**src/rtl/if_stage_if.sv**
```systemverilog
// rtl/if_stage_if.sv - instruction ROM bus between the fetch stage and the ROM
interface if_stage_if;
    logic        rom_ce;
    logic [31:0] rom_addr;
    logic [31:0] rom_data;

    modport master (
        output rom_ce,
        output rom_addr,
        input  rom_data
    );

    modport slave (
        input  rom_ce,
        input  rom_addr,
        output rom_data
    );
endinterface

```
**src/rtl/if_stage.sv**
```systemverilog
// rtl/if_stage.sv - instruction fetch stage: PC, ROM access, IF/ID register
module if_stage #(
    parameter logic [31:0] RESET_PC = 32'h0000_0000
) (
    input  logic        clk,
    input  logic        rst,
    input  logic        stall_if,
    input  logic        stall_id,
    input  logic        branch_flag,
    input  logic [31:0] branch_target,
    input  logic        flush,
    input  logic [31:0] new_pc,
    if_stage_if.master  rom,
    output logic [31:0] id_pc,
    output logic [31:0] id_inst,
    output logic        id_valid,
    output logic [31:0] fetch_count
);

    typedef enum logic [1:0] {
        S_IDLE  = 2'd0,
        S_RUN   = 2'd1,
        S_REDIR = 2'd2
    } state_t;

    state_t      state_q, state_d;
    logic [31:0] pc_q, pc_d;
    logic [31:0] pending_q, pending_d;
    logic [31:0] id_pc_q, id_pc_d;
    logic [31:0] id_inst_q, id_inst_d;
    logic        id_valid_q, id_valid_d;
    logic [31:0] fetch_count_q, fetch_count_d;

    logic [31:0] branch_target_w;
    logic [31:0] new_pc_w;

    // Redirect addresses are always word aligned
    assign branch_target_w = {branch_target[31:2], 2'b00};
    assign new_pc_w        = {new_pc[31:2], 2'b00};

    // State, PC, pending target and IF/ID register
    always_ff @(posedge clk or negedge rst) begin
        if (!rst) begin
            state_q       <= S_IDLE;
            pc_q          <= RESET_PC;
            pending_q     <= 32'h0;
            id_pc_q       <= 32'h0;
            id_inst_q     <= 32'h0;
            id_valid_q    <= 1'b0;
            fetch_count_q <= 32'h0;
        end else begin
            state_q       <= state_d;
            pc_q          <= pc_d;
            pending_q     <= pending_d;
            id_pc_q       <= id_pc_d;
            id_inst_q     <= id_inst_d;
            id_valid_q    <= id_valid_d;
            fetch_count_q <= fetch_count_d;
        end
    end

    // Next-PC selection, redirect bookkeeping and IF/ID load control
    always_comb begin
        state_d       = state_q;
        pc_d          = pc_q;
        pending_d     = pending_q;
        id_pc_d       = id_pc_q;
        id_inst_d     = id_inst_q;
        id_valid_d    = id_valid_q;
        fetch_count_d = fetch_count_q;

        case (state_q)
            S_IDLE: begin
                // ROM not yet enabled: hold the reset PC and feed bubbles
                state_d    = S_RUN;
                pc_d       = RESET_PC;
                id_inst_d  = 32'h0;
                id_valid_d = 1'b0;
            end
            S_RUN, S_REDIR: begin
                if (flush) begin
                    // Exception redirect overrides both stalls and any pending branch
                    state_d    = S_RUN;
                    pc_d       = new_pc_w;
                    pending_d  = 32'h0;
                    id_inst_d  = 32'h0;
                    id_valid_d = 1'b0;
                end else begin
                    if (stall_if) begin
                        // PC frozen; remember a branch so it is not lost
                        if (branch_flag) begin
                            pending_d = branch_target_w;
                            state_d   = S_REDIR;
                        end
                    end else if (state_q == S_REDIR) begin
                        pc_d      = pending_q;
                        pending_d = 32'h0;
                        state_d   = S_RUN;
                    end else if (branch_flag) begin
                        pc_d = branch_target_w;
                    end else begin
                        pc_d = pc_q + 32'd4;
                    end

                    // Delay slot: the word fetched now always goes to ID
                    if (!stall_id) begin
                        if (stall_if) begin
                            id_inst_d  = 32'h0;
                            id_valid_d = 1'b0;
                        end else begin
                            id_pc_d       = pc_q;
                            id_inst_d     = rom.rom_data;
                            id_valid_d    = 1'b1;
                            fetch_count_d = fetch_count_q + 32'd1;
                        end
                    end
                end
            end
            default: begin
                state_d    = S_IDLE;
                pc_d       = RESET_PC;
                pending_d  = 32'h0;
                id_inst_d  = 32'h0;
                id_valid_d = 1'b0;
            end
        endcase
    end

    assign rom.rom_ce   = (state_q != S_IDLE);
    assign rom.rom_addr = pc_q;
    assign id_pc        = id_pc_q;
    assign id_inst      = id_inst_q;
    assign id_valid     = id_valid_q;
    assign fetch_count  = fetch_count_q;

endmodule

```
**src/flat_wrapper.sv**
```systemverilog
// flat-port wrapper written by rule: the top's interface ports become plain ports
module if_stage_flat 
#(
    parameter logic [31:0] RESET_PC = 32'h0000_0000
)
  (clk, rst, stall_if, stall_id, branch_flag, branch_target, flush, new_pc, id_pc, id_inst, id_valid, fetch_count, rom_rom_ce, rom_rom_addr, rom_rom_data);
  if_stage_if rom_i ();
  input  logic clk;
  input  logic rst;
  input  logic stall_if;
  input  logic stall_id;
  input  logic branch_flag;
  input  logic [31:0] branch_target;
  input  logic flush;
  input  logic [31:0] new_pc;
  output logic [31:0] id_pc;
  output logic [31:0] id_inst;
  output logic id_valid;
  output logic [31:0] fetch_count;
  output wire logic [$bits(rom_i.rom_ce)-1:0] rom_rom_ce;
  output wire logic [$bits(rom_i.rom_addr)-1:0] rom_rom_addr;
  input wire logic [$bits(rom_i.rom_data)-1:0] rom_rom_data;
  assign rom_rom_ce = rom_i.rom_ce;
  assign rom_rom_addr = rom_i.rom_addr;
  assign rom_i.rom_data = rom_rom_data;
  if_stage #(.RESET_PC(RESET_PC)) u_core (.clk(clk), .rst(rst), .stall_if(stall_if), .stall_id(stall_id), .branch_flag(branch_flag), .branch_target(branch_target), .flush(flush), .new_pc(new_pc), .rom(rom_i), .id_pc(id_pc), .id_inst(id_inst), .id_valid(id_valid), .fetch_count(fetch_count));
endmodule
```
**config.mk**
```make
export PLATFORM = sky130hd
export DESIGN_NAME = if_stage_flat
export DESIGN_NICKNAME = d
export VERILOG_FILES = /design/src/rtl/if_stage_if.sv /design/src/rtl/if_stage.sv /design/src/flat_wrapper.sv
export SDC_FILE = /design/constraint.sdc
export NUM_CORES = 1
export LEC_CHECK = 0
export ABC_AREA = 1
export CAP_MARGIN = 5
export CELL_PAD_IN_SITES_DETAIL_PLACEMENT = 0
export CELL_PAD_IN_SITES_GLOBAL_PLACEMENT = 1
export CORE_UTILIZATION = 35
export CTS_CLUSTER_DIAMETER = 30
export DETAILED_ROUTE_END_ITERATION = 10
export HOLD_SLACK_MARGIN = 0.1
export PLACE_DENSITY = 0.81
export SETUP_SLACK_MARGIN = 0.5
export SYNTH_ARGS = -nofsm -noshare
export SYNTH_HDL_FRONTEND = slang
export SYNTH_SLANG_ARGS = --single-unit
export TNS_END_PERCENT = 50
```
**constraint.sdc**
```tcl
create_clock -name clk -period 2.2 [get_ports clk]
set_clock_uncertainty 0.1 [all_clocks]
set_input_delay 0.44 -clock clk [delete_from_list [all_inputs] [get_ports clk]]
set_output_delay 0.44 -clock clk [all_outputs]
set_load 0.01 [all_outputs]
```
; Yosys cells after proc, flatten, opt, wreduce, memory -nomap -nowiden
; Index checks and enable logic that the tools add are counted.
[totals]
ff_bits = 163
latch_bits = 0
ram_bits = 0
rom_bits = 0
input_bits = 102
output_inout_bits = 130
wordCells = 48
n_memories = 0
[classes]
addsub = 2
n_mul = 0
n_div = 0
magnitude_cmp = 0
n_eq_ne = 6
shift = 0
muxes = 23
bitwise = 4
reduce_logical = 6
[ops]
columns = op, n
row1 = $mux 32, 13
row2 = $pmux 32 s2, 1
row3 = $add 32x1->32 const B, 1
row4 = $add 32x3->32 const B, 1
row5 = $mux 2, 4
row6 = $ne 3x3->1 const B, 2
row7 = $mux 1, 4
row8 = $ne 4x3->1 const B, 1
row9 = $ne 4x4->1 const B, 1
row10 = $not 1->1, 4
row11 = $pmux 2 s2, 1
row12 = $reduce_and 4->1, 1
row13 = $reduce_and 3->1, 1
row14 = $eq 2x1->1 const B, 1
row15 = $eq 2x2->1 const B, 1
row16 = $logic_not 2->1, 1
row17 = $reduce_and 2->1, 1
row18 = $reduce_bool 2->1, 1
row19 = $reduce_or 2->1, 1

; Depth between registers and ports, before layout
; Gate-level depths: netlist of run 1.
[depth]
depth_word = 6
ltp_mapped = 13

; Worst setup path after synthesis of run 1
; Ideal clock, no wire load.
[synth_path]
kind = register to register
startpoint = register u_core.state_q[0]
endpoint = register u_core.fetch_count_q[26], in the netlist u_core.fetch_count[26]
setup_time_ns = 0.117
arrival_ns = 1.737
path_slack_ns = 0.246
stages_incl_launch_ff = 14
synth_period_minus_slack_ns = 1.954
cell_sequence = dfrtp_1 -> inv_1 -> ha_1 -> inv_2 -> nor2_8 -> nand2_4 -> nor2_4 -> nand3_4 -> nor2_4 -> nand3_2 -> nor2_4 -> nand3_1 -> nand2_1 -> nand2_1
[synth_between]
elab_chain_len = 3
elab_cells_between_ends = 4
cone_classes = 2 x eq/ne / 2 x reduce/logical
[synth_rtl]
columns = element, line_no
row1 = start: declaration, if_stage.sv:26  ; state_t state_q, state_d;
row2 = start signal: assignment, if_stage.sv:52  ; state_q <= state_d;
row3 = $eq 2x1->1 or $eq 2x2->1 (tied branches), if_stage.sv:72  ; case (state_q)
row4 = $reduce_or 2->1 (*), if_stage.sv:72
row5 = $reduce_and 4->1 (no source line) (*), n/a
row6 = end signal: assignment, if_stage.sv:58  ; fetch_count_q <= fetch_count_d;
row7 = end: declaration, if_stage.sv:32  ; logic [31:0] fetch_count_q, fetch_count_d;
; Mark *: on every way between the ends. The rest lies on a longest branch, timed or not.
; A chain may end at the register's enable or synchronous reset.

; Worst setup path in the final report of run 1
[layout_path]
startpoint = register u_core.state_q[1]
endpoint = register u_core.pending_q[10]
[layout_between]
elab_chain_len = 4
elab_cells_between_ends = 9
cone_classes = 4 x eq/ne / 1 x mux / 1 x bitwise / 3 x reduce/logical
[layout_rtl]
columns = element, line_no
row1 = $eq 2x1->1 or $eq 2x2->1 (tied branches), "if_stage.sv:72, if_stage.sv:95"
row2 = $reduce_or 2->1, if_stage.sv:72
row3 = $ne 4x4->1 (no source line) or $ne 4x3->1 (tied branches), n/a
row4 = $reduce_and 3->1 (no source line), n/a
row5 = end signal: assignment, if_stage.sv:54  ; pending_q <= pending_d;
row6 = end: declaration, if_stage.sv:28  ; logic [31:0] pending_q, pending_d;
; Several ways; a longest one is shown, not always the timed one.

==> flow_summary.json, run 1 <==
{
  "status": "completed",
  "p_per_area_mw_per_mm2": 1030,
  "ys_seq_elements": 157,
  "tritoncts": "built",
  "cts_buffer_depth": 2,
  "final_core_util_pct": 58.9,
  "nets": 1569,
  "worst-setup-path-type": "flip-flop to flip-flop",
  "cp_slowest_stage_delay_ps": 370,
  "layout-drive-gt1-share_pct": 28.1,
  "dieHeight_um": 157,
  "area_growth_pct": 65.0,
  "synthMuxAreaShare_pct": 0,
  "fmax_ghz": 0.487,
  "numPortBuffers": 223,
  "antenna_cells": 0,
  "synth-compound-area-share_pct": 12.5,
  "crit_path_start": "u_core.state_q[1]$_DFFE_PN0P_",
  "finalSetupTns_ps": 0,
  "finalPower_mw": 14.2,
  "holdWs_ps": 379,
  "cap_violations": 0,
  "drcViolationCount": 0,
  "final_max_slew_viol_count": 0,
  "io_pins": 232,
  "layout_commonest_cell": "nand2_1",
  "path_clk_slew_ps": 70,
  "grt_max_degree": 66,
  "setup-violations-final": 0,
  "drt-total-wl_um": 30700,
  "core_area_mm2": 0.0235,
  "crit_slowest_cell": "dfrtp_1",
  "via_count": 8993,
  "synthCells": 1095,
  "initial_core_util_pct": 35.7,
  "rows": 56,
  "hpwl_um": 20900,
  "leakagePower_nw": 7.00,
  "synth-xor-area-share_pct": 3.55,
  "timing.final.ws_setup_ps": 148,
  "worst_ir_drop_vdd_mv": 0.721,
  "grtUsageTotal_pct": 23.6,
  "root_buffer": "clkbuf_16",
  "grt_pass1_vias": 8346,
  "path_max_fanout": 6,
  "yosysUniqueCellTypes": 37,
  "synth_top_family_by_area": "simple AND/OR/NAND/NOR gates",
  "wl_per_cell_um": 17.1,
  "fillers": 2083,
  "synthSimpleGateAreaFrac_pct": 29.3,
  "crit_chain": "inv_2 -> ha_4 -> buf_4 -> buf_4 -> nand2_4 -> nor2_4 -> inv_2 -> o21ai_4 -> nor2_4 -> buf_6 -> clkbuf_16 -> nand3_1 -> nand2_1",
  "cts_made_buffers": 17,
  "insertion_delay_ps": 420,
  "syn_avg_cell_area_um2": 7.66,
  "drt_iter0_drc": 551,
  "worstReg2RegStart": "u_core.state_q[1]$_DFFE_PN0P_",
  "globalplace.congestion": 0.881,
  "final_cell_mix": "nand2_1, dfrtp_1, buf_4",
  "crit_arrival_ps": 2260,
  "synth_area_mm2": 0.00838,
  "hp-class": "primary input to asynchronous set/reset pin",
  "avgViaCountPerCell": 5.02,
  "final_antenna_net_count": 0,
  "yosysSeqAreaShare_pct": 46.9,
  "antenna_found_initial": 0,
  "dieArea_mm2": 0.0246,
  "synth_adder_area_share_pct": 0.895,
  "grt_pass1_wl_um": 44200,
  "critPathCaptureType": "flip-flop",
  "first_pass_iters": 7,
  "grt_overflow": 0,
  "dp_slack_ps": -154,
  "crit_required_ps": 2400,
  "start_kind": "flip-flop",
  "synth-warning-count": 0,
  "clkSinkCount": 157,
  "fin_crit_sh_pct": 93.3,
  "hold_viol": 0,
  "layout_min_cycle_time_ps": 2050,
  "htreeDepth": 4,
  "rsz0062_at_grt": "true",
  "die_width_um": 157
}
==> cells by family (layout without fill, tap and decap cells) <==
family | after synthesis | after routing
compound gates | 169 | 169
xor+xnor | 34 | 34
fa+ha+maj | 6 | 6
buf+inv | 145 | 521
flops | 157 | 157
other cells | 1 | 4
simple gates | 583 | 583
==> registers in the layout, summed over array words and instances (netlist names) <==
name                 cells
u_core.fetch_count      32
u_core.id_inst          32
u_core.id_pc            30
u_core.id_valid          1
u_core.pending_q        30
u_core.rom.rom_addr     30
u_core.state_q           2
==> power breakdown <==
| group | switching (mW) | internal [mW] |
|---|---|---|
| Sequential | 0.594 | 3.73 |
| Combinational | 3.75 | 3.03 |
| Clock | 1.25 | 1.86 |
==> Yosys cell counts (all sizes together) <==
master | instances | share of area [%]
o21ai | 94 | 5.7
xor2 | 24 | 2.5
or2 | 2 | 0.15
dfrtp | 157 | 47
a22oi | 2 | 0.18
inv | 90 | 4.0
conb | 1 | 0.045
ha | 6 | 0.90
nand4 | 11 | 0.82
o31ai | 3 | 0.27
nand2 | 342 | 15
a32o | 32 | 3.8
a21o | 2 | 0.18
nor2 | 130 | 6.7
a21oi | 30 | 1.8
o22ai | 2 | 0.15
o211ai | 4 | 0.36
nor4 | 1 | 0.075
nor3 | 14 | 0.90
nand3b | 2 | 0.18
nand3 | 81 | 5.0
clkbuf | 37 | 1.7
buf | 18 | 1.1
xnor2 | 10 | 1.0
==> per-layer routing <==
layer,part of all wire (%),vias to the layer above,global-route usage (%)
li1,-,4314,-
met5,0,-,0
met4,2.7,0,8.50
met1,43,4263,31.1
met3,7.0,56,4.71
met2,48,360,38.4
==> through the flow <==
stage               std cells  area (µm²)
floorplan                1098        8480
global placement         1650       11400
detailed placement       1650       11400
CTS                      1754       12700
global route             1793       13800
finish                   1793       13800
==> worst paths after layout <==
path / to / slack (ps) / cells past startpoint
min in group clk: u_core.id_pc[12]$_DFFE_PN0P_ / 380 / 2
setup reg to reg: u_core.pending_q[10]$_DFFE_PN0P_ / 150 / 13
hold / removal: u_core.fetch_count[15]$_DFFE_PN0P_ / 380 / 2
setup / recovery: u_core.pending_q[10]$_DFFE_PN0P_ / 150 / 13
max in group asynchronous: u_core.rom.rom_addr[20]$_DFFE_PN0P_ / 890 / 3
hold reg to reg: u_core.id_pc[12]$_DFFE_PN0P_ / 380 / 2
==> area by class of cell <==
class,instances,area [µm²],share of cell area [%]
inverter,90,369,2.67
clock buffer,20,457,3.30
timing repair buffer,399,3830,27.7
clock inverter,12,160,1.16
sequential,157,3950,28.6
multi-input combinational,796,4660,33.7
tap,319,399,2.89
==> worst max-delay path: cells and delay by family (launching register included) <==
family,cells,cell delay (ps)
fa+ha+maj,1,290
flops,1,370
simple gates,5,360
compound gates,1,190
buf+inv,6,610
==> repair_timing <==
action | in CTS | in global routing
hold endpoints to repair | 30 | 0
resized for setup | 275 | 188
setup buffers | 71 | 28
hold buffers | 1 | 0
setup endpoints to repair | 276 | 191
gates cloned | 0 | 11
pin swaps | 35 | 74
Note: power is estimated with default switching activity, not from simulation.
==> run 2, diff against run 1 <==
--- a/config.mk
+++ b/config.mk
@@ -9,11 +9,12 @@
 export CAP_MARGIN = 5
 export CELL_PAD_IN_SITES_DETAIL_PLACEMENT = 0
 export CELL_PAD_IN_SITES_GLOBAL_PLACEMENT = 1
-export CORE_UTILIZATION = 35
+export CORE_UTILIZATION = 46
 export CTS_CLUSTER_DIAMETER = 30
 export DETAILED_ROUTE_END_ITERATION = 10
+export DONT_BUFFER_PORTS = 1
 export HOLD_SLACK_MARGIN = 0.1
-export PLACE_DENSITY = 0.81
+export PLACE_DENSITY = 0.8
 export SETUP_SLACK_MARGIN = 0.5
 export SYNTH_ARGS = -nofsm -noshare
 export SYNTH_HDL_FRONTEND = slang
==> run 2 against run 1 <==
Compared with the run above:
- the flow now finishes with violations (negative hold slack)
- worst hold slack worse by 780 ps
- maximum frequency is 0.83% higher
- flip-flop and latch count stayed put
- first-iteration DRC count is 11% lower
- wire length is 10% lower
- power is 10% lower
- critical path depth stayed put
- clock power hardly changed
- combinational power is 28% lower
- sequential share of layout area is 6.7 points higher
- highest routed layer unchanged
==> flow_summary.json, run 2 (synthesized netlist as in run 1, its figures left out) <==
{
  "slew_headroom_pct": 24.7,
  "finalPower_mw": 12.8,
  "dieHeight_um": 137,
  "cp_slowest_stage_delay_ps": 370,
  "cts_made_buffers": 17,
  "rows": 49,
  "dieArea_mm2": 0.0188,
  "layout-drive-gt1-share_pct": 19.8,
  "tightest_slew_ps": 1130,
  "grt_overflow": 0,
  "dp_cells": 1324,
  "setup-violations-final": 0,
  "hold_viol": 157,
  "root_buffer": "clkbuf_16",
  "critPathCaptureType": "flip-flop",
  "path_clk_slew_ps": 70,
  "crit_slowest_cell": "dfrtp_1",
  "crit_chain": "inv_2 -> ha_4 -> buf_4 -> buf_6 -> nand2_2 -> nor2_4 -> inv_2 -> o21ai_4 -> nor2_4 -> buf_12 -> clkbuf_16 -> nand3_1 -> o21ai_1",
  "htreeDepth": 4,
  "grtUsageTotal_pct": 28.5,
  "holdWs_ps": -404,
  "antenna_found_initial": 0,
  "grt_pass1_vias": 7548,
  "path_max_fanout": 8,
  "first_pass_iters": 5,
  "io_pins": 232,
  "critical_path_buf_inv_count": 6,
  "nets": 1340,
  "finalSetupTns_ps": 0,
  "fmax_ghz": 0.491,
  "final_antenna_net_count": 0,
  "place_area_mm2": 0.00893,
  "finalNonFillerCells": 1474,
  "cap_violations": 0,
  "fin_crit_sh_pct": 92.5,
  "grt_pass1_wl_um": 40300,
  "hp-class": "primary input to asynchronous set/reset pin",
  "start_kind": "flip-flop",
  "die_width_um": 137,
  "globalplace.congestion": 0.904,
  "clkSinkCount": 157,
  "core_area_mm2": 0.0179,
  "antenna_cells": 0,
  "drcViolationCount": 0,
  "layout_min_cycle_time_ps": 2040,
  "timing.final.ws_setup_ps": 165,
  "status": "complete, but fails checks",
  "p_per_area_mw_per_mm2": 1140,
  "drt-total-wl_um": 27500,
  "numPortBuffers": 0,
  "final_max_slew_viol_count": 0,
  "initial_core_util_pct": 46.8,
  "cts_buffer_depth": 2,
  "avgViaCountPerCell": 5.41,
  "drt_iter0_drc": 488,
  "crit_family": "buffers and inverters",
  "final_cell_mix": "nand2_1, dfrtp_1, nor2_1",
  "leakagePower_nw": 5.20,
  "via_count": 7971,
  "crit_arrival_ps": 2250,
  "final_cell_area_mm2": 0.0112,
  "layout_commonest_cell": "nand2_1",
  "worst_ir_drop_vdd_mv": 0.654,
  "hpwl_um": 18200,
  "area_growth_pct": 33.4,
  "crit_required_ps": 2420,
  "dp_slack_ps": 90.9,
  "insertion_delay_ps": 430,
  "fillers": 1588,
  "worst-setup-path-type": "flip-flop to flip-flop",
  "violations": "negative hold slack",
  "tritoncts": "built",
  "grt_max_degree": 158,
  "wl_per_cell_um": 18.7,
  "rsz0062_at_grt": "true"
}
run 2: changes by cell type in the layout (fill, tap and decap cells not counted), sizes merged, moves of 3 or more:
cell	previous run	this run
dlygate4sd3	1	65
clkinv	6	3
clkdlybuf4s15	9	0
clkbuf	26	22
buf	187	98
clkdlybuf4s50	97	0
clkinvlp	2	5
dlygate4sd2	80	0
inv	91	96
dlymetal6s2s	19	0
run 2: final timing paths:
kind,cells after the start,slack [ps],to,from
max in group asynchronous,0,2110,u_core.rom.rom_addr[5]$_DFFE_PN0P_,rst
setup reg to reg,13,160,u_core.pending_q[19]$_DFFE_PN0P_,u_core.state_q[0]$_DFFE_PN0P_
min in group clk,2,90,u_core.rom.rom_addr[2]$_DFFE_PN0P_,flush
hold reg to reg,2,410,u_core.pending_q[9]$_DFFE_PN0P_,u_core.pending_q[9]$_DFFE_PN0P_
hold / removal,0,-400,u_core.fetch_count[11]$_DFFE_PN0P_,rst
setup / recovery,13,160,u_core.pending_q[19]$_DFFE_PN0P_,u_core.state_q[0]$_DFFE_PN0P_
run 2: metal layers:
layer / wire length, µm / GRT usage (%) / part of all wire [%]
met5: 0 / 0 / 0
met4: 513 / 8.06 / 1.9
met3: 2210 / 7.52 / 8.0
met2: 13300 / 46.5 / 48
met1: 11500 / 37.0 / 42
run 2: timing repair:
item	CTS	global route
hold endpoints to repair	224	158
hold buffers	65	1
pin swaps	7	12
endpoints found under the setup margin	122	156
setup buffers	27	17
resized for setup	57	73
gates cloned	4	4
run 2: final cells by class:
| class | instances | area, µm² | share of cell area (%) |
|---|---|---|---|
| multi-input cells | 796 | 4270 | 38.2 |
| clock buffers | 17 | 425 | 3.80 |
| well taps | 229 | 287 | 2.56 |
| clock inverters | 15 | 198 | 1.77 |
| repair inverters | 1 | 7.51 | 0.0671 |
| repair buffers | 169 | 1700 | 15.2 |
| flip-flops and latches | 157 | 3940 | 35.2 |
| inverters | 90 | 359 | 3.21 |
run 2: stage by stage:
step / util (%) / hold slack (ps)
after global routing: 62.5 / -422
after detailed placement: 49.9 / 47.3
after global placement: 49.9 / 47.2
after CTS: 59.6 / -415
final: 62.5 / -404
after floorplan: - / 44.4
run 2: power by group:
part           total [mW]  internal, mW  switching, mW
Combinational        4.86          2.08           2.78
Sequential           4.78          3.71           1.07
Clock                3.12          1.74           1.38
==> run 3, diff against run 2 <==
--- a/config.mk
+++ b/config.mk
@@ -6,6 +6,7 @@
 export NUM_CORES = 1
 export LEC_CHECK = 0
 export ABC_AREA = 1
+export ABC_CLOCK_PERIOD_IN_PS = 2200
 export CAP_MARGIN = 5
 export CELL_PAD_IN_SITES_DETAIL_PLACEMENT = 0
 export CELL_PAD_IN_SITES_GLOBAL_PLACEMENT = 1
@@ -14,7 +15,7 @@
 export DETAILED_ROUTE_END_ITERATION = 10
 export DONT_BUFFER_PORTS = 1
 export HOLD_SLACK_MARGIN = 0.1
-export PLACE_DENSITY = 0.8
+export PLACE_DENSITY_LB_ADDON = 0.1
 export SETUP_SLACK_MARGIN = 0.5
 export SYNTH_ARGS = -nofsm -noshare
 export SYNTH_HDL_FRONTEND = slang
==> run 3 against run 2 <==
Compared with the run above:
- the run still ends with negative hold slack left
- flip-flop and latch count unchanged
- sequential share of layout area down 2.5 points
- power up 1.3%
- maximum frequency down 1.5%
- highest routed layer unchanged
==> flow_summary.json, run 3 (synthesized netlist as in run 1, its figures left out) <==
{
  "status": "complete, but fails checks",
  "violations": "negative hold slack",
  "grt_max_degree": 158,
  "slew_headroom_pct": 22.9,
  "final_antenna_net_count": 0,
  "core_area_mm2": 0.0179,
  "htreeDepth": 4,
  "reg2regPathDepth": 11,
  "fillers": 1540,
  "dieArea_mm2": 0.0188,
  "avgViaCountPerCell": 5.41,
  "multi_input_area_mm2": 0.00465,
  "grtUsageTotal_pct": 29.6,
  "holdWs_ps": -408,
  "tightest_slew_ps": 1150,
  "antenna_cells": 0,
  "finalPower_mw": 12.9,
  "drt-total-wl_um": 29300,
  "leakagePower_nw": 5.66,
  "final_max_slew_viol_count": 0,
  "final_cell_mix": "nand2_1, dfrtp_1, nor2_1",
  "drcViolationCount": 0,
  "cts_buffer_depth": 2,
  "via_count": 8152,
  "holdBufCountCts": 66,
  "r2r_end": "u_core.id_pc[22]$_DFFE_PN0P_",
  "p_per_area_mw_per_mm2": 1070,
  "final_core_util_pct": 67.4,
  "hold_viol": 157,
  "critPathCaptureType": "flip-flop",
  "layout-drive-gt1-share_pct": 28.0,
  "fmax_ghz": 0.484,
  "layout_commonest_cell": "nand2_1",
  "wl_per_cell_um": 19.5,
  "cts_made_buffers": 17,
  "rsz0062_at_grt": "true",
  "hpwl_um": 18000,
  "fin_crit_sh_pct": 93.9,
  "antenna_found_initial": 0,
  "setup-violations-final": 0,
  "grt_overflow": 0,
  "globalplace.congestion": 0.890,
  "die_width_um": 137,
  "drt_iter0_drc": 401,
  "worstReg2RegStart": "u_core.state_q[0]$_DFFE_PN0P_",
  "worst_ir_drop_vdd_mv": 0.834,
  "tritoncts": "built",
  "dp_cells": 1324,
  "clkSinkCount": 157,
  "area_growth_pct": 43.9,
  "dieHeight_um": 137,
  "rows": 49,
  "numPortBuffers": 0,
  "root_buffer": "clkbuf_16",
  "cap_violations": 0,
  "insertion_delay_ps": 440,
  "path_clk_slew_ps": 70,
  "hp-class": "primary input to asynchronous set/reset pin",
  "first_pass_iters": 5,
  "worst-setup-path-type": "flip-flop to flip-flop",
  "crit_required_ps": 2440,
  "regToRegSetupSlack_ps": 130,
  "io_pins": 232,
  "initial_core_util_pct": 46.8,
  "layout_min_cycle_time_ps": 2070,
  "grt_pass1_vias": 7646,
  "nets": 1372,
  "grt_pass1_wl_um": 41300,
  "crit_arrival_ps": 2310,
  "regArea_mm2": 0.00395,
  "path_max_fanout": 7,
  "finalNonFillerCells": 1506,
  "start_kind": "flip-flop"
}
==> run 3: cell types whose count changed in the layout (fill, tap and decap cells not counted), sizes merged <==
| cell | change |
|---|---|
| buf | +28 |
| clkbuf | +5 |
| clkinv | +5 |
| clkinvlp | -3 |
| bufinv | -2 |
| dlygate4sd3 | +1 |
| dlymetal6s4s | -1 |
| inv | -1 |
==> run 3: where the power goes <==
| group | leakage, nW | internal, mW | switching (mW) | total, mW |
|---|---|---|---|---|
| combinational | 3.31 | 2.16 | 3.01 | 5.16 |
| sequential | 2.07 | 3.72 | 1.11 | 4.82 |
| clock | 0.287 | 1.53 | 1.43 | 2.95 |
==> run 3: what timing repair did <==
action                                  in CTS  in global routing
resized for setup                           61                241
cloned                                       7                 13
pin swaps                                   13                 63
buffers inserted                            27                 37
hold endpoints to repair                   224                157
endpoints found under the setup margin     138                155
==> run 3: cell type report <==
| cell class | instances | share of cell area [%] |
|---|---|---|
| inverters | 90 | 3.17 |
| flip-flops and latches | 157 | 32.7 |
| well taps | 229 | 2.37 |
| clock inverters | 15 | 1.43 |
| repair buffers | 202 | 18.2 |
| multi-input cells | 796 | 38.5 |
| clock buffers | 17 | 3.53 |
==> run 3: worst max-delay path: stages, from the launching register on <==
cell and delay (ps):
dfrtp_1 380, inv_2 60, ha_4 290, inv_4 50, nor2_8 130, nand2_8 90
buf_6 130, buf_8 120, buf_12 150, buf_6 130, buf_6 120, o21ai_0 190
==> run 3: stage by stage <==
| step | setup TNS, ps | area (µm²) | setup slack (ps) |
|---|---|---|---|
| 6_report | 0 | 12100 | 133 |
| 5_1_grt | -9.07 | 12100 | -9.07 |
| 4_1_cts | 0 | 10800 | 187 |
| 3_5_place_dp | 0 | 8900 | 63.8 |
| 3_3_place_gp | 0 | 8900 | 121 |
| 2_1_floorplan | 0 | 8480 | 279 |
==> run 3: per-layer routing <==
| layer | GRT usage, % | share of wire (%) | vias to the layer above | routed length [µm] |
|---|---|---|---|---|
| met3 | 7.70 | 7.7 | 35 | 2250 |
| met4 | 9.16 | 1.9 | 0 | 561 |
| met1 | 37.4 | 40 | 3933 | 11800 |
| met2 | 49.3 | 50 | 287 | 14700 |
| li1 | - | - | 3897 | - |
| met5 | 0 | 0 | - | 0 |
==> run 3: worst max-delay path by stage <==
| stage | from | to | slack (ps) |
|---|---|---|---|
| 2_1_floorplan | u_core.state_q[0]$_DFFE_PN0P_ | u_core.fetch_count[26]$_DFFE_PN0P_ | 280 |
| 3_3_place_gp | u_core.state_q[1]$_DFFE_PN0P_ | u_core.fetch_count[26]$_DFFE_PN0P_ | 120 |
| 3_5_place_dp | u_core.state_q[0]$_DFFE_PN0P_ | u_core.fetch_count[26]$_DFFE_PN0P_ | 60 |
| 4_1_cts | u_core.state_q[1]$_DFFE_PN0P_ | u_core.fetch_count[26]$_DFFE_PN0P_ | 190 |
| 5_1_grt | u_core.state_q[0]$_DFFE_PN0P_ | u_core.fetch_count[26]$_DFFE_PN0P_ | -9 |
| 6_report | u_core.state_q[0]$_DFFE_PN0P_ | u_core.id_pc[22]$_DFFE_PN0P_ | 130 |
==> RTL edit 1, RTL diff (settings of run 3) <==
Put one more register stage on the output `fetch_count`. The value now appears one clock later. The other outputs are not delayed to match.
--- a/src/rtl/if_stage.sv
+++ b/src/rtl/if_stage.sv
@@ -133,3 +133,5 @@
     assign id_valid     = id_valid_q;
-    assign fetch_count  = fetch_count_q;
+    always_ff @(posedge clk) begin
+        fetch_count <= fetch_count_q;
+    end
 
Formal check against the unedited RTL: not equivalent (a bounded check fails within 4 cycles, from zero or initial values and one cycle with rst low).
==> RTL edit 1 against run 3 <==
- critical path type unchanged
- synthesized cell count is 1.3% higher
- final area is 1.8% lower
- total power is 1.6% higher
- worst setup slack improved by 93 ps
- synthesized area up 6.0%
- the run still ends with hold timing left
- wire length shrank 4.9%
- count of clock-buffer cells in the layout rose by 2
- sequential cell count is 32 higher
==> RTL edit 1: results (changes against run 3) <==
| Metric | Value |
|---|---|
| Outcome | complete, but fails checks (unchanged) |
| Failing checks | hold timing (unchanged) |
| Post-synthesis sequential area ratio | 0.514 (was 0.469) |
| Critical Path AT | 2200 ps (was 2310 ps) |
| Clk root buf | clkbuf_16 (unchanged) |
| Clk Latency, worst-skew pair | 440 ps (about the same) |
| Synth unique cells | 38 (was 37) |
| Slew of the pin with the lowest slew margin | 1150 ps (about the same) |
| Share of cells above drive strength 1 | 0.223 (was 0.280) |
| Worst hold path class | in -> async (unchanged) |
| DP Wirelength | 17900 um (was 18000 um) |
| Total track usage | 0.273 (was 0.296) |
| Final hold vios | 157 (unchanged) |
| Gr ovfl total | 0 (unchanged) |
| Most instantiated cells after synthesis | nand2_1, dfrtp_1, nor2_1 (unchanged) |
| # diodes | 0 (unchanged) |
| Cell with the most instances after synthesis | nand2_1 (unchanged) |
| Initial antenna violation count | 0 (unchanged) |
| Number of H-tree levels | 4 (unchanged) |
| Crit-path max FO | 11 (was 7) |
| Num CTS Buffers | 17 (unchanged) |
| Critical path origin | u_core.state_q[1] (was u_core.state_q[0]) |
| First-pass GRT wire length | 41600 um (was 41300 um) |
| Final Wtd Congestion | 0.874 (was 0.890) |
| Pin count of the biggest net entering global routing | 158 (unchanged) |
| Number of DRC markers in iteration 0 | 410 (was 401) |
| Fin Hold WS | -412 ps (was -408 ps) |
| FFs w/ async S/R, synth | 0.831 (was 1.00) |
| Placed Area | 9300 um^2 (was 8900 um^2) |
| Drt wl/cell | 18.6 um (was 19.5 um) |
| Worst IR drop on VDD | 0.618 mV (was 0.834 mV) |
| Leak | 5.47 nW (was 5.66 nW) |
| Reg2Reg Setup Slack | 230 ps (was 130 ps) |
| Synth Warn # | 0 (unchanged) |
| Vias per cell | 5.33 (was 5.41) |
| Area contributors post-synth | dfrtp_1, nand2_1, dfxtp_1 (was dfrtp_1, nand2_1, o21ai_0) |
| Vias in the first global route | 7440 (was 7646) |
| # nets final | 1335 (was 1372) |
==> RTL edit 1: layer usage <==
metal / GRT usage / part of all wire / vias to the layer above
met5: 0 / 0 / -
met4: 0.0852 / 0.021 / 0
met2: 0.413 / 0.47 / 318
met1: 0.387 / 0.43 / 3813
met3: 0.0649 / 0.079 / 38
li1: - / - / 3828
==> RTL edit 1: cells by family after synthesis <==
family,synth area share
AO/OA/AOI/OAI,0.115
XOR/XNOR,0.0335
adder cells (fa/ha/maj),0.00845
buffers and inverters,0.0635
flip-flops,0.514
other,0.000422
AND/OR/NAND/NOR,0.265
==> RTL edit 1: path summary, 6_finish.rpt <==
check,end,depth (start not counted)
max,u_core.pending_q[14],11
max reg2reg,u_core.pending_q[14],11
min,u_core.rom.rom_addr[3],0
min reg2reg,u_core.fetch_count[30],0
min in group clk,u_core.rom.rom_addr[4],2
max in group asynchronous,u_core.rom.rom_addr[19],0
==> RTL edit 1: layout make-up <==
cell class / count / area (um^2)
clock buffers: 19 / 454
well taps: 260 / 325
clock inverters: 13 / 164
multi-input cells: 781 / 4450
repair inverters: 1 / 7.51
repair buffers: 150 / 1500
fillers: 1651 / 6980
flip-flops and latches: 189 / 4590
inverters: 87 / 365
==> RTL edit 1: power by group <==
| part | switching [mW] | total (mW) | internal [mW] |
|---|---|---|---|
| sequential | 1.17 | 5.46 | 4.29 |
| clock | 1.52 | 3.23 | 1.70 |
| combinational | 2.64 | 4.46 | 1.81 |
| total | 5.33 | 13.1 | 7.81 |
==> RTL edit 1: through the flow <==
step | cells | setup WS [ps] | hold slack [ps]
after floorplan | 1112 | 225 | 44.4
final | 1500 | 226 | -412
after detailed placement | 1350 | 58.7 | 48.7
after CTS | 1474 | 253 | -420
after global placement | 1350 | 100 | 48.8
after global routing | 1500 | 157 | -429
==> RTL edit 1: critical path, cell delays in order (launching register included) <==
cell       delay, ps
dfrtp_1          380
inv_2             60
ha_4             280
nand2_4           70
buf_4            140
nor2_4           110
inv_2             60
o21ai_4          220
nor2_4           120
clkbuf_16        190
nand3_1           70
nand2_1           60
==> RTL edit 1: timing repair <==
| action | in CTS | in global routing |
|---|---|---|
| setup endpoints to repair | 152 | 154 |
| gates cloned | 1 | 7 |
| setup buffers | 25 | 19 |
| endpoints found under the hold margin | 226 | 157 |
| resized for setup | 80 | 144 |
| pin swaps | 29 | 59 |
==> RTL edit 2, RTL diff (flow settings as in run 3) <==
Without the edit above. Add an input register stage for `branch_target`; this delays it by one clock. The other inputs are not delayed to match.
--- a/src/rtl/if_stage.sv
+++ b/src/rtl/if_stage.sv
@@ -25,2 +25,8 @@
 
+    logic [31:0] branch_target_q;
+
+    always_ff @(posedge clk) begin
+        branch_target_q <= branch_target;
+    end
+
     state_t      state_q, state_d;
@@ -37,3 +43,3 @@
     // Redirect addresses are always word aligned
-    assign branch_target_w = {branch_target[31:2], 2'b00};
+    assign branch_target_w = {branch_target_q[31:2], 2'b00};
     assign new_pc_w        = {new_pc[31:2], 2'b00};
Check against the original RTL: not equivalent (Yosys sat finds a counterexample within 4 cycles, from zero or initial values and one cycle with rst low).
==> RTL edit 2 against run 3 <==
- the flow still finishes with violations (hold timing)
- critical path depth unchanged
- count of clock-buffer cells in the layout stayed put
- worst setup slack better by 39 ps
- largest cell class unchanged
- final area rose by 2.9%
- total power up 4.7%
- sequential share of layout area grew 4.0 points
- sequential cell count up 30
- synthesized cell count up 2.8%
- synthesized area is 8.1% higher
- highest routed layer unchanged
- wire length is 2.1% higher
- non-clock buffer count decreased by 34
==> RTL edit 2: results (changes against run 3) <==
| Metric | Value |
|---|---|
| Outcome | complete, but fails checks (unchanged) |
| Failing checks | hold timing (unchanged) |
| Met2 WL | 14000 um (was 14700 um) |
| Number of DRC markers in iteration 0 | 702 (was 401) |
| Worst slack at placement | 36.9 ps (was 63.8 ps) |
| Signal inverters | 91 (was 90) |
| Area contributors post-synth | dfrtp_1, nand2_1, dfxtp_1 (was dfrtp_1, nand2_1, o21ai_0) |
| CTS Sinks | 187 (was 157) |
| Share of cells above drive strength 1 | 0.264 (was 0.280) |
| ClkCell Share | 0.0488 (was 0.0496) |
| Storage cell area | 4560 um^2 (was 3950 um^2) |
| Vias in the first global route | 7953 (was 7646) |
| Clock buffer depth | 2 (unchanged) |
| Bufs w/o clock | 168 (was 202) |
| Total track usage | 0.290 (was 0.296) |
| DP Wirelength | 18800 um (was 18000 um) |
| Slew margin rel. | 0.622 (was 0.229) |
| First-pass GRT wire length | 44200 um (was 41300 um) |
| Placed Area | 9500 um^2 (was 8900 um^2) |
| Drt wl/cell | 19.5 um (about the same) |
| Power per cell area | 1090 nW/um^2 (was 1070 nW/um^2) |
| Comb_multi_in | 797 (was 796) |
| Post-synthesis sequential area ratio | 0.500 (was 0.469) |
| Syn_area_per_cell | 8.05 um^2 (was 7.66 um^2) |
| Met2 GRT Util | 0.448 (was 0.493) |
| Worst IR drop on VDD | 0.666 mV (was 0.834 mV) |
| Crit-path max FO | 5 (was 7) |
| DR pass1 iterations | 8 (was 5) |
| Die Span X | 142 um (was 137 um) |
| Vias per cell | 5.37 (was 5.41) |
| Initial antenna violation count | 0 (unchanged) |
| Multi-input gate share of total cell area | 0.373 (was 0.385) |
| Critical Path AT | 2260 ps (was 2310 ps) |
| Most instantiated cells after synthesis | nand2_1, dfrtp_1, nor2_1 (unchanged) |
| # nets final | 1370 (was 1372) |
| Filler cell count | 1634 (was 1540) |
| GR Layer Usage met3 | 0.0720 (was 0.0770) |
| CTS clock-pin slew for the worst setup and hold paths | 80 ps |
| FFs w/ async S/R, synth | 0.840 (was 1.00) |
| Final hold vios | 157 (unchanged) |
| Wl on met1 | 13400 um (was 11800 um) |
| Final Wtd Congestion | 0.893 (was 0.890) |
| Leak | 5.72 nW (was 5.66 nW) |
| Synth unique cells | 48 (was 37) |
| NonClk Buf Share | 0.154 (was 0.182) |
| DR WL met3 | 2140 um (was 2250 um) |
| Fin Hold WS | -410 ps (was -408 ps) |
| WL final | 30000 um (was 29300 um) |
| # diodes | 0 (unchanged) |
| GR Util met1 | 0.404 (was 0.374) |
-- RTL edit 2: cell types whose count changed after synthesis, sizes merged, moves of 2 or more --
cell           run 3  this run
buf               18        21
o21ai             94       101
clkbuf            37        34
nor2             130       128
nand4             11         5
o31ai              3         1
dfxtp              0        30
-- RTL edit 2: power breakdown --
| group | internal (mW) | switching [mW] | leakage (nW) |
|---|---|---|---|
| registers | 4.28 | 1.14 | 2.32 |
| logic | 2.05 | 2.96 | 3.11 |
| clock network | 1.54 | 1.58 | 0.289 |
-- RTL edit 2: cell families (layout without fill, tap and decap cells) --
group                    after synthesis  in the layout  synth area share
AO/OA/AOI/OAI                        176            176             0.119
AND/OR/NAND/NOR                      577            577             0.269
buffers and inverters                145            291            0.0692
adder cells (fa/ha/maj)                6              6           0.00828
XOR/XNOR                              34             34            0.0337
flip-flops                           187            187             0.500
other                                  1              4          0.000414
-- RTL edit 2: what timing repair did --
item,in CTS,in global routing
pin swaps,32,47
gates resized for setup,147,159
setup endpoints to repair,151,155
gates cloned,8,6
buffers inserted,29,19
endpoints found under the hold margin,224,189
-- RTL edit 2: final timing paths --
check                      slack (ps)              endpoint                       start  cells after the start
setup / recovery                  170    u_core.id_inst[10]           u_core.state_q[1]                     11
max in group asynchronous        2180  u_core.pending_q[28]                         rst                      0
hold / removal                   -410      u_core.id_pc[13]                         rst                      0
hold reg to reg                   360  u_core.pending_q[12]  u_core.branch_target_q[12]                      2
setup reg to reg                  170    u_core.id_inst[10]           u_core.state_q[1]                     11
min in group clk                   50       u_core.id_valid                    stall_id                      2
-- RTL edit 2: worst max-delay path, stage by stage, from the launching register on --
cell and delay [ps]:
dfrtp_1 390, inv_2 90, ha_4 220, inv_4 60, nor2_4 30, nand2_4 80
buf_4 130, inv_4 40, buf_8 130, buf_12 140, bufbuf_16 270, a32o_2 230
